[src/rtl/ntt_bf_pe_cfg_if.sv]
// ntt_bf_pe_cfg_if: butterfly operand/result stream between the memory read ports and write-back.
interface ntt_bf_pe_cfg_if #(
    parameter int DATA_WIDTH = 12
);
    logic                  in_valid;
    logic                  mode;
    logic                  half;
    logic [DATA_WIDTH-1:0] u;
    logic [DATA_WIDTH-1:0] v;
    logic [DATA_WIDTH-1:0] w;
    logic                  out_valid;
    logic [DATA_WIDTH-1:0] bf_upper;
    logic [DATA_WIDTH-1:0] bf_lower;

    modport master (
        output in_valid, mode, half, u, v, w,
        input  out_valid, bf_upper, bf_lower
    );

    modport slave (
        input  in_valid, mode, half, u, v, w,
        output out_valid, bf_upper, bf_lower
    );
endinterface

[src/rtl/ntt_bf_pe_cfg.sv]
// ntt_bf_pe_cfg: pipelined CT/GS modular butterfly with optional GS halving, fixed latency MUL_LAT+2.
module ntt_bf_pe_cfg #(
    parameter int DATA_WIDTH = 12,
    parameter int Q          = 3329,
    parameter int MUL_LAT    = 3
) (
    input logic            clk,
    input logic            rst,
    ntt_bf_pe_cfg_if.slave bus
);
    localparam int W = DATA_WIDTH;
    localparam logic [W:0]     QX = (W+1)'(Q);
    localparam logic [2*W-1:0] QP = (2*W)'(Q);

    typedef logic [W-1:0] word_t;

    function automatic word_t add_q(word_t a, word_t b);
        logic [W:0] s;
        s = {1'b0, a} + {1'b0, b};
        return (s >= QX) ? word_t'(s - QX) : word_t'(s);
    endfunction

    function automatic word_t sub_q(word_t a, word_t b);
        return (a < b) ? word_t'({1'b0, a} + QX - {1'b0, b}) : a - b;
    endfunction

    function automatic word_t hlv_q(word_t x);
        logic [W:0] s;
        s = x[0] ? {1'b0, x} + QX : {1'b0, x};
        return word_t'(s >> 1);
    endfunction

    word_t                     u0, v0, w0, a1, b1;
    logic                      m0, h0, vld0;
    logic [MUL_LAT:0][W-1:0]   xd;
    logic [MUL_LAT-1:0][W-1:0] tp;
    logic [MUL_LAT:0]          md, hd, vd;
    logic                      out_v;
    word_t                     up_r, lo_r;
    word_t                     s_add, s_sub, t, x, up_raw, lo_raw, up_n, lo_n;
    logic [2*W-1:0]            prod;

    assign s_add  = add_q(u0, v0);
    assign s_sub  = sub_q(u0, v0);
    assign prod   = {{W{1'b0}}, a1} * {{W{1'b0}}, b1};
    assign t      = tp[MUL_LAT-1];
    assign x      = xd[MUL_LAT];
    // x carries u in CT and the already-formed sum in GS
    assign up_raw = md[MUL_LAT] ? x : add_q(x, t);
    assign lo_raw = md[MUL_LAT] ? t : sub_q(x, t);
    assign up_n   = (md[MUL_LAT] && hd[MUL_LAT]) ? hlv_q(up_raw) : up_raw;
    assign lo_n   = (md[MUL_LAT] && hd[MUL_LAT]) ? hlv_q(lo_raw) : lo_raw;

    always_ff @(posedge clk or negedge rst) begin
        if (!rst) begin
            u0    <= '0;
            v0    <= '0;
            w0    <= '0;
            m0    <= 1'b0;
            h0    <= 1'b0;
            vld0  <= 1'b0;
            a1    <= '0;
            b1    <= '0;
            xd    <= '0;
            tp    <= '0;
            md    <= '0;
            hd    <= '0;
            vd    <= '0;
            out_v <= 1'b0;
            up_r  <= '0;
            lo_r  <= '0;
        end else begin
            u0    <= bus.u;
            v0    <= bus.v;
            w0    <= bus.w;
            m0    <= bus.mode;
            h0    <= bus.half;
            vld0  <= bus.in_valid;
            a1    <= m0 ? s_sub : v0;
            b1    <= w0;
            xd    <= {xd[MUL_LAT-1:0], (m0 ? s_add : u0)};
            md    <= {md[MUL_LAT-1:0], m0};
            hd    <= {hd[MUL_LAT-1:0], h0};
            vd    <= {vd[MUL_LAT-1:0], vld0};
            tp[0] <= word_t'(prod % QP);
            for (int i = 1; i < MUL_LAT; i++) tp[i] <= tp[i-1];
            out_v <= vd[MUL_LAT];
            if (vd[MUL_LAT]) begin
                up_r <= up_n;
                lo_r <= lo_n;
            end
        end
    end

    assign bus.out_valid = out_v;
    assign bus.bf_upper  = up_r;
    assign bus.bf_lower  = lo_r;
endmodule

[src/flat_wrapper.sv]
// flat-port wrapper written by rule: the top's interface ports become plain ports
module ntt_bf_pe_cfg_flat 
#(
    parameter int DATA_WIDTH = 12,
    parameter int Q          = 3329,
    parameter int MUL_LAT    = 3
)
  (clk, rst, bus_in_valid, bus_mode, bus_half, bus_u, bus_v, bus_w, bus_out_valid, bus_bf_upper, bus_bf_lower);
  ntt_bf_pe_cfg_if #(.DATA_WIDTH(DATA_WIDTH)) bus_i ();
  input logic clk;
  input logic rst;
  input wire logic [$bits(bus_i.in_valid)-1:0] bus_in_valid;
  input wire logic [$bits(bus_i.mode)-1:0] bus_mode;
  input wire logic [$bits(bus_i.half)-1:0] bus_half;
  input wire logic [$bits(bus_i.u)-1:0] bus_u;
  input wire logic [$bits(bus_i.v)-1:0] bus_v;
  input wire logic [$bits(bus_i.w)-1:0] bus_w;
  output wire logic [$bits(bus_i.out_valid)-1:0] bus_out_valid;
  output wire logic [$bits(bus_i.bf_upper)-1:0] bus_bf_upper;
  output wire logic [$bits(bus_i.bf_lower)-1:0] bus_bf_lower;
  assign bus_i.in_valid = bus_in_valid;
  assign bus_i.mode = bus_mode;
  assign bus_i.half = bus_half;
  assign bus_i.u = bus_u;
  assign bus_i.v = bus_v;
  assign bus_i.w = bus_w;
  assign bus_out_valid = bus_i.out_valid;
  assign bus_bf_upper = bus_i.bf_upper;
  assign bus_bf_lower = bus_i.bf_lower;
  ntt_bf_pe_cfg #(.DATA_WIDTH(DATA_WIDTH), .Q(Q), .MUL_LAT(MUL_LAT)) u_core (.clk(clk), .rst(rst), .bus(bus_i));
endmodule
[config.mk]
export PLATFORM = sky130hd
export DESIGN_NAME = ntt_bf_pe_cfg_flat
export DESIGN_NICKNAME = d
export VERILOG_FILES = /design/src/rtl/ntt_bf_pe_cfg_if.sv /design/src/rtl/ntt_bf_pe_cfg.sv /design/src/flat_wrapper.sv
export SDC_FILE = /design/constraint.sdc
export NUM_CORES = 1
export LEC_CHECK = 0
export CORE_UTILIZATION = 45
export CTS_BUF_LIST = sky130_fd_sc_hd__clkbuf_4
export CTS_CLUSTER_DIAMETER = 80
export CTS_CLUSTER_SIZE = 10
export DETAILED_ROUTE_END_ITERATION = 7
export PLACE_DENSITY_LB_ADDON = 0.2
export SYNTH_ARGS = -nofsm -noshare
export SYNTH_HDL_FRONTEND = slang
export SYNTH_SLANG_ARGS = --single-unit
[constraint.sdc]
create_clock -name clk -period 16.6 [get_ports clk]
set_clock_uncertainty 0.05 [all_clocks]
set_input_delay 2.49 -clock clk [delete_from_list [all_inputs] [get_ports clk]]
set_output_delay 2.49 -clock clk [all_outputs]
set_load 0.1 [all_outputs]
==> out/metrics.cfg, run 1 <==
[run_status]
status=finished clean

[clock_tree]
clock_latency_ps=620
numCtsBuffers=17
cts_sinks=184
cts_root_buf=clkbuf_4
cts_max_level=4
clockBufferDepth=2
clk_pin_slew_ps=180
cts_hold_buf=0
cts_tree=built

[synth]
ys.flop_type=dfrtp_1
synth_nets=2824
synthArstFlopShare_pct=100
synthCells=2515
ys.warnings.count=0
avgSynthCellArea_sq_um=8.36
synth_seq_area_share_pct=21.9
synthesis.area_sq_um=21000
synth_cell_types=124
ys_ff_latch=184
synth_edf_count=0

[place]
placed_area_sq_um=23900
port_buffers=65
hpwl_microns=45000
gp_congestion=0.951
dp_cells=3311

[floorplan]
die_height_microns=218
coreArea_sq_um=45800
rows=78
fp.dieArea_sq_um=47600
die_w_microns=218
initial_core_util_pct=45.9
ios=66

[worst_setup_path]
critPathKind=reg2reg
slowest_delay_ps=570
path_max_fanout=8
crit_path_frequent_cell=buf_6
worst_r2r_path_depth=56
crit_arrival_ps=16910
r2r-start=u_core.a1[4]
startpoint=u_core.a1[4]
r2r-end=u_core.tp[9]
r2r_setup_slack_ps=180
startpoint_type=flip-flop
slowest_stage=fa_1
endpoint_kind=flip-flop
cp.required_ps=17080
critPathCapture=u_core.tp[9]

[sta]
grt_setup_unrepaired=true
fin_setup_tns_ps=0
finalCritPeriodShare_pct=98.9
holdWs_ps=267
fin_crit_ps=16420
finalMaxSlewViolations=0
fmax_ghz=0.0609
finalSetupViolCount=0
hold_violations=0
slew_headroom_pct=27.6
worst_slew_pin_slew_ps=1080

[drt]
drt_first_pass_iters=6
drt_iter0_markers=1425
vias=19700
drc=0
vias_per_cell=5.73
drt.antenna.violating_nets=0
post_drt_wl_per_cell_microns=16.9
routed_wl_microns=58000

[grt]
grt_use_total_pct=23.8
grt_pass1_vias=18900
antenna_found_initial=1
grt.overflow.total=0
grt_start_max_net_pins=105
grt_pass1_wl_microns=93400

[hold_path]
hp-class=reg2reg

[finish]
final_cell_area_sq_um=26400
final_common_cell=buf_4
fill_cells=4084
instances_no_fill=3432
nets=3127
area.growth.synth_to_final_pct=25.4
drive_gt1_share_pct=23.7
final_cell_mix=buf_4 (302), nand2_1 (239), nor2_1 (229)

[run]
drv_cap=0

[cells in the mapped netlist (25+ instances only)]
library cell | number | area, sq um
nor2_1 | 234 | 878
and2_1 | 72 | 450
and3_1 | 27 | 169
fa_1 | 120 | 2400
dfrtp_1 | 184 | 4600
nand3_1 | 55 | 275
inv_1 | 234 | 878
xor2_1 | 52 | 455
mux2i_1 | 25 | 250
a21oi_1 | 137 | 686
a31oi_1 | 25 | 156
nand2_1 | 255 | 957
clkbuf_1 | 74 | 278
a21o_1 | 29 | 218
ha_1 | 148 | 1850
o21ai_0 | 119 | 596
xnor2_1 | 125 | 1090
o211ai_1 | 32 | 240
nor3_1 | 59 | 295
nand4_1 | 27 | 169
[final cells by class]
cell class	count	area [sq um]	area share (%)
Sequential cell	184	4620	17.5
Multi-Input combinational cell	1992	16600	63.0
Inverter	235	882	3.35
Clock inverter	14	179	0.679
Clock buffer	18	135	0.513
Antenna cell	1	2.50	0.00949
Timing Repair Buffer	388	3190	12.1
Tap cell	600	751	2.85
[cell families after synthesis]
kind of cell	synth area share, %
AO/OA/AOI/OAI	21.7
multiplexers	2.01
flip-flops	21.9
AND/OR/NAND/NOR	20.1
adder cells (fa/ha/maj)	20.2
buffers and inverters	6.32
XOR/XNOR	7.68
[metrics by stage]
stage	worst slack, ps	utilization [%]
after floorplan	34.3	-
after global placement	-219	52.3
after detailed placement	-610	52.3
after CTS	10.6	53.6
after global routing	-322	57.6
final	178	57.6
[critical path: cells and delay by family, from the launching register on]
family                   cells  cell delay [ps]
AO/OA/AOI/OAI               22             5670
AND/OR/NAND/NOR             18             5730
buffers and inverters        7             1150
adder cells (fa/ha/maj)      6             2770
flip-flops                   1              510
XOR/XNOR                     3              420
[flip-flops by register name, indices dropped and copies added, names as in the netlist, 4 cells and up]
register,count
u_core.xd,36
u_core.md,4
u_core.u0,12
u_core.x,12
u_core.hd,4
u_core.bus.bf_lower,12
u_core.w0,12
u_core.b1,12
u_core.vd,4
u_core.t,12
u_core.v0,12
u_core.bus.bf_upper,12
u_core.tp,24
u_core.a1,12
[worst min path at each step]
| stage | startpoint | to | slack, ps | depth (start not counted) |
|---|---|---|---|---|
| 2_1_floorplan | u_core.w0[0] | u_core.b1[0] | 280 | 0 |
| 3_3_place_gp | u_core.tp[22] | u_core.t[10] | 280 | 0 |
| 3_5_place_dp | u_core.w0[7] | u_core.b1[7] | 280 | 0 |
| 6_report | u_core.tp[23] | u_core.t[11] | 270 | 0 |
| 4_1_cts | u_core.tp[23] | u_core.t[11] | 270 | 0 |
| 5_1_grt | u_core.tp[23] | u_core.t[11] | 270 | 0 |
[metal layers]
| layer | part of all wire [%] | up-vias | routed length, microns | GRT usage, % |
|---|---|---|---|---|
| met5 | 0 | - | 0 | 0 |
| met4 | 1.3 | 0 | 747 | 4.85 |
| met3 | 4.1 | 76 | 2360 | 2.25 |
| met2 | 48 | 532 | 27700 | 39.3 |
| met1 | 47 | 9645 | 27100 | 33.7 |
| li1 | - | 9429 | - | - |
[what timing repair did]
action,CTS,global route
buffers inserted,10,75
setup endpoints to repair,12,12
pin swaps,9,148
gates cloned,0,3
gates resized for setup,42,251
Power of run 1 is left out: the tool's default activity adds up to more than one toggle a clock period on the data nets, which glitch-free logic cannot reach.
==> run 2: changes to the inputs <==
==> constraint.sdc (replaced) <==
create_clock -name clk -period 19.6 [get_ports clk]
set_clock_uncertainty 0.05 [all_clocks]
set_input_delay 2.94 -clock clk [delete_from_list [all_inputs] [get_ports clk]]
set_output_delay 2.94 -clock clk [all_outputs]
set_load 0.1 [all_outputs]
==> out/metrics.cfg, run 2 (synthesis results as in run 1) <==
[finish]
drive_gt1_share_pct=8.04  ; -16 points
nets=2832  ; -9.4%
fin_util_pct=49.9  ; -7.7 points
area.growth.synth_to_final_pct=8.66
fill_cells=4330  ; +6.0%
final_cell_mix=nand2_1 (255), inv_1 (234), nor2_1 (232)
final_cell_area_sq_um=22800  ; -13%
diodes=0  ; -1
final_common_cell=nand2_1
largest_register_ffs=36  ; unchanged
top_register=u_core.xd
reg.largest.list=u_core.xd (36), u_core.tp (24)

[sta]
fmax_ghz=0.0534  ; -12%
finalSetupViolCount=0  ; unchanged
fin_crit_ps=18720  ; +2290 ps
grt_setup_unrepaired=false
hold_violations=0  ; unchanged
fin_setup_tns_ps=0  ; unchanged
worst_slew_pin_slew_ps=1050  ; -30.4 ps
holdWs_ps=302  ; +35.9 ps
finalMaxSlewViolations=0  ; unchanged
finalCritPeriodShare_pct=95.5  ; -3.4 points
slew_headroom_pct=29.6  ; +2.0 points

[drt]
drt_first_pass_iters=6  ; unchanged
vias_per_cell=5.84  ; +1.8%
drt.antenna.violating_nets=0  ; unchanged
drc=0  ; unchanged
post_drt_wl_per_cell_microns=16.9  ; -0.23%
routed_wl_microns=52900  ; -8.8%
vias=18300  ; -7.0%
drt_iter0_markers=1421  ; -0.28%

[grt]
grt_use_met2_pct=35.5  ; -3.9 points
busiest_layer=met2
grt_use_total_pct=22.3  ; -1.5 points
grt_pass1_wl_microns=87800  ; -6.0%
antenna_found_initial=0  ; -1
grt.overflow.total=0  ; unchanged
use_met1_pct=32.9  ; -0.87 points
use_met3_pct=2.62  ; +0.36 points
grt_pass1_vias=17300  ; -8.3%
grt_start_max_net_pins=99  ; -5.7%

[worst_setup_path]
slowest_stage=o41a_1
path_max_fanout=12  ; +4
startpoint_type=flip-flop
crit_path_frequent_cell=inv_1
critPathKind=reg2reg
cp.required_ps=20070  ; +2990 ps
slowest_delay_ps=650  ; +80 ps
endpoint_kind=flip-flop
crit_arrival_ps=19180  ; +2270 ps

[floorplan]
die_w_microns=218  ; unchanged
die_height_microns=218  ; unchanged
initial_core_util_pct=45.9  ; unchanged
ios=66  ; unchanged
coreArea_sq_um=45800  ; unchanged
rows=78  ; unchanged
fp.dieArea_sq_um=47600  ; unchanged

[run]
drv_cap=0  ; unchanged

[clock_tree]
cts_tree=built
cts_max_level=4  ; unchanged
clk_pin_slew_ps=160  ; -20 ps
clock_latency_ps=610  ; about the same
cts_root_buf=clkbuf_4
cts_sinks=184  ; unchanged
numCtsBuffers=17  ; unchanged
clockBufferDepth=2  ; unchanged

[place]
gp_congestion=0.914  ; -3.9%
placed_area_sq_um=22100  ; -7.5%
hpwl_microns=41800  ; -7.0%
port_buffers=65  ; unchanged

[run_status]
status=finished clean

[hold_path]
hp-class=reg2reg

-- run 2: cell types whose count changed in the layout (fill, tap and decap cells not counted), moves of 10 or more --
cell	before	now
xnor2_1	113	123
nand2_1	239	255
nand2_2	16	1
ha_4	11	0
xnor2_2	14	4
a21oi_1	120	136
ha_1	134	148
a21oi_2	16	4
buf_4	302	28
buf_6	18	0
-- run 2: critical path, delay by kind of cell (launching register included) --
| kind | cells | cell delay (ps) |
|---|---|---|
| AOI/OAI and AO/OA | 21 | 6770 |
| xor gates and xnor gates | 3 | 580 |
| adders and majority gates | 8 | 3340 |
| buffers and inverters | 6 | 330 |
| DFF | 1 | 550 |
| muxes | 3 | 1010 |
| and+or+nand+nor | 19 | 5980 |
-- run 2: layout make-up --
| cell class | instances | area, sq um | share of cell area, % |
|---|---|---|---|
| Clock inverter | 15 | 175 | 0.767 |
| Timing Repair Buffer | 93 | 865 | 3.79 |
| Clock buffer | 17 | 128 | 0.559 |
| Multi-Input combinational cell | 1992 | 15400 | 67.5 |
| Sequential cell | 184 | 4620 | 20.2 |
| Tap cell | 600 | 751 | 3.29 |
| Inverter | 235 | 882 | 3.86 |
-- run 2: what timing repair did --
| item | in CTS | in global routing |
|---|---|---|
| pin swaps | 0 | 4 |
| hold buffers | 0 | 0 |
| buffers inserted | 0 | 7 |
| gates cloned | 0 | 1 |
| setup endpoints to repair | 10 | 12 |
| resized for setup | 2 | 66 |
-- run 2: layer usage --
metal / part of all wire [%] / vias up
met5: 0 / -
met2: 46 / 533
met3: 4.8 / 41
met4: 0.83 / 0
li1: - / 8825
met1: 48 / 8909
-- run 2: worst paths after layout --
kind / endpoint / cells past startpoint / start / slack [ps]
worst min-delay path: u_core.tp[14] / 0 / u_core.tp[2] / 300
worst max-delay path: u_core.tp[10] / 60 / u_core.a1[6] / 880
worst max register to register: u_core.tp[10] / 60 / u_core.a1[6] / 880
min in group asynchronous: u_core.vld0 / 1 / rst / 2310
max in group asynchronous: u_core.a1[2] / 2 / rst / 15520
worst min register to register: u_core.tp[14] / 0 / u_core.tp[2] / 300
-- run 2: metrics by stage --
step	setup slack (ps)	std cells
floorplan	2330	2515
global placement	397	3096
detailed placement	-63.5	3096
CTS	47.8	3128
global route	41.5	3136
finish	883	3136
Power of run 2 is left out for the same reason.
